==> src/rtl/timer_ctrl.sv <==
// timer_ctrl: square-wave / PWM sequencer with a valid/ready shadow config register.
// New configurations reach the active registers only when the controller is idle, or on
// the last phase of a period while running, so the output never glitches.
// Optional build macro TIMER_CTRL_IRQ_EN adds a sticky irq output and an irq_clr input.
module timer_ctrl #(
  parameter int unsigned CNT_W      = 32,
  parameter int unsigned PCNT_W     = 8,
  parameter int unsigned DEF_PERIOD = 40,
  parameter int unsigned DEF_HIGH   = 20
) (
  input  logic              clk,
  input  logic              rst,
  input  logic              cfg_valid,
  output logic              cfg_ready,
  input  logic [CNT_W-1:0]  cfg_period,
  input  logic [CNT_W-1:0]  cfg_high,
  input  logic [PCNT_W-1:0] cfg_count,
  input  logic              start,
  input  logic              stop,
  output logic              wave,
  output logic              busy,
  output logic              done,
  output logic [PCNT_W-1:0] pulse_idx
`ifdef TIMER_CTRL_IRQ_EN
  ,
  output logic              irq,
  input  logic              irq_clr
`endif
);

  typedef enum logic [1:0] {IDLE, RUN, DONE} state_t;

  state_t              state;
  logic [CNT_W-1:0]    phase;
  logic                pending;
  logic [CNT_W-1:0]    act_period, act_high, sh_period, sh_high;
  logic [PCNT_W-1:0]   act_count, sh_count;
  logic [CNT_W-1:0]    san_period, san_high;
  logic                last_phase, last_pulse;

  assign cfg_ready = !pending;

  // Clamp the offered config so the active period is at least 2 and high < period.
  always_comb begin
    san_period = (cfg_period < CNT_W'(2)) ? CNT_W'(2) : cfg_period;
    san_high   = (cfg_high >= san_period) ? san_period - CNT_W'(1) : cfg_high;
  end

  // Period boundary and final-pulse detection for the running train.
  always_comb begin
    last_phase = (phase == act_period - CNT_W'(1));
    last_pulse = (act_count != '0) && (pulse_idx == act_count - PCNT_W'(1));
  end

  // Control FSM, shadow/active config registers and registered outputs.
  always_ff @(posedge clk or negedge rst) begin
    if (!rst) begin
      state      <= IDLE;
      phase      <= '0;
      pending    <= 1'b0;
      act_period <= CNT_W'(DEF_PERIOD);
      act_high   <= CNT_W'(DEF_HIGH);
      act_count  <= '0;
      sh_period  <= '0;
      sh_high    <= '0;
      sh_count   <= '0;
      wave       <= 1'b0;
      busy       <= 1'b0;
      done       <= 1'b0;
      pulse_idx  <= '0;
    end else begin
      done <= 1'b0;
      // Transfer and copy are mutually exclusive: one needs pending low, the other high.
      if (cfg_valid && !pending) begin
        sh_period <= san_period;
        sh_high   <= san_high;
        sh_count  <= cfg_count;
        pending   <= 1'b1;
      end
      case (state)
        IDLE: begin
          wave <= 1'b0;
          busy <= 1'b0;
          if (pending) begin
            act_period <= sh_period;
            act_high   <= sh_high;
            act_count  <= sh_count;
            pending    <= 1'b0;
          end else if (start && !stop) begin
            state     <= RUN;
            busy      <= 1'b1;
            phase     <= '0;
            pulse_idx <= '0;
            wave      <= (act_high != '0);
          end
        end
        RUN: begin
          if (last_phase) begin
            phase <= '0;
            if (pending) begin
              act_period <= sh_period;
              act_high   <= sh_high;
              act_count  <= sh_count;
              pending    <= 1'b0;
              pulse_idx  <= '0;
            end
          end else begin
            phase <= phase + CNT_W'(1);
          end
          // A boundary copy restarts the train, so it takes precedence over completion.
          if (stop) begin
            state <= IDLE;
            busy  <= 1'b0;
            wave  <= 1'b0;
          end else if (last_phase && pending) begin
            wave <= (sh_high != '0);
          end else if (last_phase && last_pulse) begin
            state <= DONE;
            busy  <= 1'b0;
            done  <= 1'b1;
            wave  <= 1'b0;
          end else if (last_phase) begin
            pulse_idx <= pulse_idx + PCNT_W'(1);
            wave      <= (act_high != '0);
          end else begin
            wave <= ((phase + CNT_W'(1)) < act_high);
          end
        end
        DONE: begin
          wave  <= 1'b0;
          busy  <= 1'b0;
          state <= IDLE;
          if (pending) begin
            act_period <= sh_period;
            act_high   <= sh_high;
            act_count  <= sh_count;
            pending    <= 1'b0;
          end
        end
        default: state <= IDLE;
      endcase
    end
  end

`ifdef TIMER_CTRL_IRQ_EN
  // Sticky completion flag; a new done wins over a simultaneous clear.
  always_ff @(posedge clk or negedge rst) begin
    if (!rst)         irq <= 1'b0;
    else if (done)    irq <= 1'b1;
    else if (irq_clr) irq <= 1'b0;
  end
`endif

endmodule
==> config.mk <==
export PLATFORM = sky130hd
export DESIGN_NAME = timer_ctrl
export DESIGN_NICKNAME = d
export VERILOG_FILES = /design/src/rtl/timer_ctrl.sv
export SDC_FILE = /design/constraint.sdc
export NUM_CORES = 1
export LEC_CHECK = 0
export BUFFER_PORTS_ARGS = -buffer_cell sky130_fd_sc_hd__buf_4
export CAP_MARGIN = 20
export CELL_PAD_IN_SITES_DETAIL_PLACEMENT = 0
export CELL_PAD_IN_SITES_GLOBAL_PLACEMENT = 2
export CORE_MARGIN = 3
export CORE_UTILIZATION = 42
export DETAILED_ROUTE_END_ITERATION = 12
export PLACE_DENSITY = 0.93
export SETUP_SLACK_MARGIN = 0.05
export SLEW_MARGIN = 10
export SYNTH_ARGS = -nofsm -noshare
export SYNTH_HDL_FRONTEND = slang
export SYNTH_SLANG_ARGS = --single-unit
export TNS_END_PERCENT = 5
==> constraint.sdc <==
create_clock -name clk -period 7.2 [get_ports clk]
set_input_delay 2.16 -clock clk [delete_from_list [all_inputs] [get_ports clk]]
set_output_delay 2.16 -clock clk [all_outputs]
set_load 0.005 [all_outputs]
==> results.json <==
{
  "dieArea_sq_um": 31000,
  "totalWireLength_um": 30800,
  "p_comb_share_pct": 36.5,
  "dr.pass1.iters": 7,
  "p_seq_share_pct": 42.0,
  "clockRootBuffer": "clkbuf_16",
  "start_util_pct": 43.1,
  "clockPowerShare_pct": 21.4,
  "hold_class": "flop to flop",
  "synth_ff_type": "dfrtp_1",
  "die_h_um": 176,
  "startpoint_type": "input port",
  "ys_seq_area_share_pct": 39.2,
  "finalCritPeriodShare_pct": 87.8,
  "synth-edff-count": 0,
  "num_vias": 9605,
  "p_sw_share_pct": 41.4,
  "use_met3_pct": 2.24,
  "cts-hold-fix-buffers": 0,
  "multi_input_area_sq_um": 6890,
  "via_per_inst": 5.57,
  "rsz0062_at_grt": "false",
  "synthXorXnorAreaFrac_pct": 7.72,
  "final_layout_size_suffix_gt1_share_pct": 12.3,
  "use_met1_pct": 30.4,
  "synth_seq_cells": 190,
  "grt.busiest_layer": "met2",
  "overflow": 0,
  "final_util_pct": 49.0,
  "clock_path_buffers": 2,
  "fin_skew_ps": 19.2,
  "post-dp-hpwl_um": 23800,
  "crit_required_ps": 7480,
  "arrival_ps": 6600,
  "reg2reg_slack_ps": 2170,
  "critPathMaxFanout": 5,
  "grt_pass1_vias": 9365,
  "yosys.area_share.adder_pct": 7.63,
  "grt_pass1_wl_um": 50800,
  "synth_async_sr_flop_share_pct": 100,
  "synthTopCellsByArea": "dfrtp_1, ha_1, mux2_1",
  "crit_chain": "buf_4 > or4_1 > nor3_1 > nand3_1 > or3_1 > nand2_1 > ha_1 > or4b_2 > or3_1 > or3_1 > or2_2 > nor3_1 > xnor2_1 > mux2i_1 > o21ai_0",
  "synth_top_family_by_area": "simple AND/OR/NAND/NOR gates",
  "core_sq_um": 28200,
  "fmax_ghz": 0.158,
  "relSlewSlack_pct": 33.1,
  "p_int_mw": 2.72,
  "tns_ps": 0,
  "syn_inst": 1275,
  "drt.antenna.violating_nets": 0,
  "antenna_found_initial": 0,
  "peakVddDrop_mv": 0.193,
  "power.leakage_nw": 6.30,
  "io_buffers": 88,
  "status": "completed",
  "final_common_cell": "dfrtp_1",
  "cts_tree": "yes",
  "synth_mux_area_share_pct": 10.5,
  "layout_common_cells": "dfrtp_1, nand2_1, buf_4",
  "synth.largest_area_cell": "dfrtp_1",
  "critPathBufInv": 1,
  "net-switching-power_mw": 1.92,
  "syn-num-nets": 1426,
  "slowest_stage": "or4b_2",
  "syn_area_sq_um": 12100,
  "place_congestion": 0.922,
  "path_class": "input port to flop",
  "die_x_um": 176,
  "areaGrowthSynthToFinish_pct": 13.7,
  "grt_usage_pct": 20.4,
  "finalSetupViolations": 0,
  "drcViolationCount": 0,
  "power_density_nw_per_um2": 336,
  "drtIter0Drc": 679,
  "path_clk_slew_ps": 80,
  "grtUsageMet2_pct": 31.4,
  "yosysWarnings": 0,
  "regArea_sq_um": 4760,
  "avgSynthCellArea_sq_um": 9.52,
  "synth.distinct_cells": 69,
  "cts_sinks": 190,
  "yosys.area_share.simple_pct": 17.4,
  "fillers": 2653,
  "grt_max_degree": 115,
  "nets": 1484,
  "worst_skew_pair.late_latency_ps": 450,
  "h-tree-depth": 4,
  "finalCriticalPeriod_ps": 6320,
  "yosysTopAreaCellShare_pct": 38.4,
  "fp-row-count": 61,
  "post_cts_buffers": 0,
  "max-cap-violations": 0,
  "drv_slew": 0,
  "cts_resized": 0,
  "worst_setup_path_end_kind": "flop",
  "slowest_delay_ps": 670,
  "crit_family": "simple AND/OR/NAND/NOR gates",
  "synth-compound-area-share_pct": 13.2,
  "numCtsBuffers": 17,
  "io_pins": 89,
  "worst_slew_pin_slew_ps": 994,
  "crit_top_cell": "or3_1",
  "avgRoutedWirePerCell_um": 17.9,
  "n_antenna_cell": 0,
  "finalHoldViolations": 0
}
flip-flops by register name, summed over array words and instances (netlist names):
| register | flops |
|---|---|
| act_high | 32 |
| phase | 32 |
| pending | 1 |
| pulse_idx | 8 |
| busy | 1 |
| act_count | 8 |
| sh_period | 32 |
| sh_high | 32 |
| done | 1 |
| state | 2 |
| sh_count | 8 |
| wave | 1 |
| act_period | 32 |
worst register-to-register path, cell delays in order (launching register included):
cell       delay [ps]
dfrtp_1           460
or4_1             660
or3_1             400
a2111oi_0         730
o2111ai_1         210
or4_1             510
nor4_4            410
buf_4             370
o211ai_4          230
buf_4             470
mux2_1            450
per-stage QoR:
step | hold slack, ps | total power [mW] | area [sq um] | worst slack [ps] | std cells
after floorplan | 443 | 3.09 | 12100 | 731 | 1275
after global placement | 457 | 3.61 | 13200 | 465 | 1692
after detailed placement | 465 | 3.67 | 13200 | 373 | 1692
after CTS | 483 | 4.67 | 13800 | 831 | 1724
after global routing | 503 | 4.99 | 13800 | 616 | 1724
final | 478 | 4.64 | 13800 | 882 | 1724
final cells by class:
type	instances	area share [%]
inverter	76	2.07
multi-input combinational	949	49.9
sequential	190	34.5
timing repair buffer	99	5.52
clock buffer	18	3.18
clock inverter	14	1.38
tap	378	3.43
cell usage after synthesis, types with 8 or more instances:
master	number
mux2i_1	36
ha_1	74
a22o_1	26
nand3_1	26
nand4_1	25
nor2b_1	8
dfrtp_1	186
buf_2	8
o21ai_0	93
nor4_1	49
a21oi_1	30
xnor2_1	78
nand2_1	122
and3_1	16
nor2_1	61
a21o_1	16
inv_1	76
mux2_1	70
clkbuf_1	52
nand2b_1	12
nor3_1	26
xor2_1	29
mux2_2	11
or4_1	12
or3_1	18
final timing paths:
| kind | start | to | cells past startpoint |
|---|---|---|---|
| setup / recovery | cfg_period[24] | sh_high[20]$_DFFE_PN0P_ | 15 |
| hold / removal | sh_period[25]$_DFFE_PN0P_ | sh_period[25]$_DFFE_PN0P_ | 2 |
| setup reg to reg | act_period[4]$_DFFE_PN0P_ | act_high[8]$_DFFE_PN0P_ | 10 |
| hold reg to reg | sh_period[25]$_DFFE_PN0P_ | sh_period[25]$_DFFE_PN0P_ | 2 |
| max in group asynchronous | rst | act_high[26]$_DFFE_PN0P_ | 2 |
| min in group asynchronous | rst | sh_count[2]$_DFFE_PN0P_ | 1 |
cells by family after synthesis:
family / Yosys count
adder cells (fa/ha/maj): 74
XOR/XNOR: 107
flip-flops: 190
AO/OA/AOI/OAI: 242
AND/OR/NAND/NOR: 409
multiplexers: 117
buffers and inverters: 136
routing by layer:
| metal | up-vias | wire [um] |
|---|---|---|
| li1 | 4736 | - |
| met1 | 4632 | 15600 |
| met2 | 206 | 13800 |
| met3 | 31 | 987 |
| met4 | 0 | 461 |
| met5 | - | 0 |
power by group through the flow:
| stage | clock (mW) | combinational (mW) | sequential, mW |
|---|---|---|---|
| after floorplan | 0 | 1.35 | 1.74 |
| after global placement | 0 | 1.67 | 1.95 |
| after detailed placement | 0 | 1.70 | 1.97 |
| after CTS | 1.01 | 1.71 | 1.95 |
| after global routing | 1.05 | 1.92 | 2.02 |
| final | 0.994 | 1.69 | 1.95 |
(Power assumes the default switching activity.)
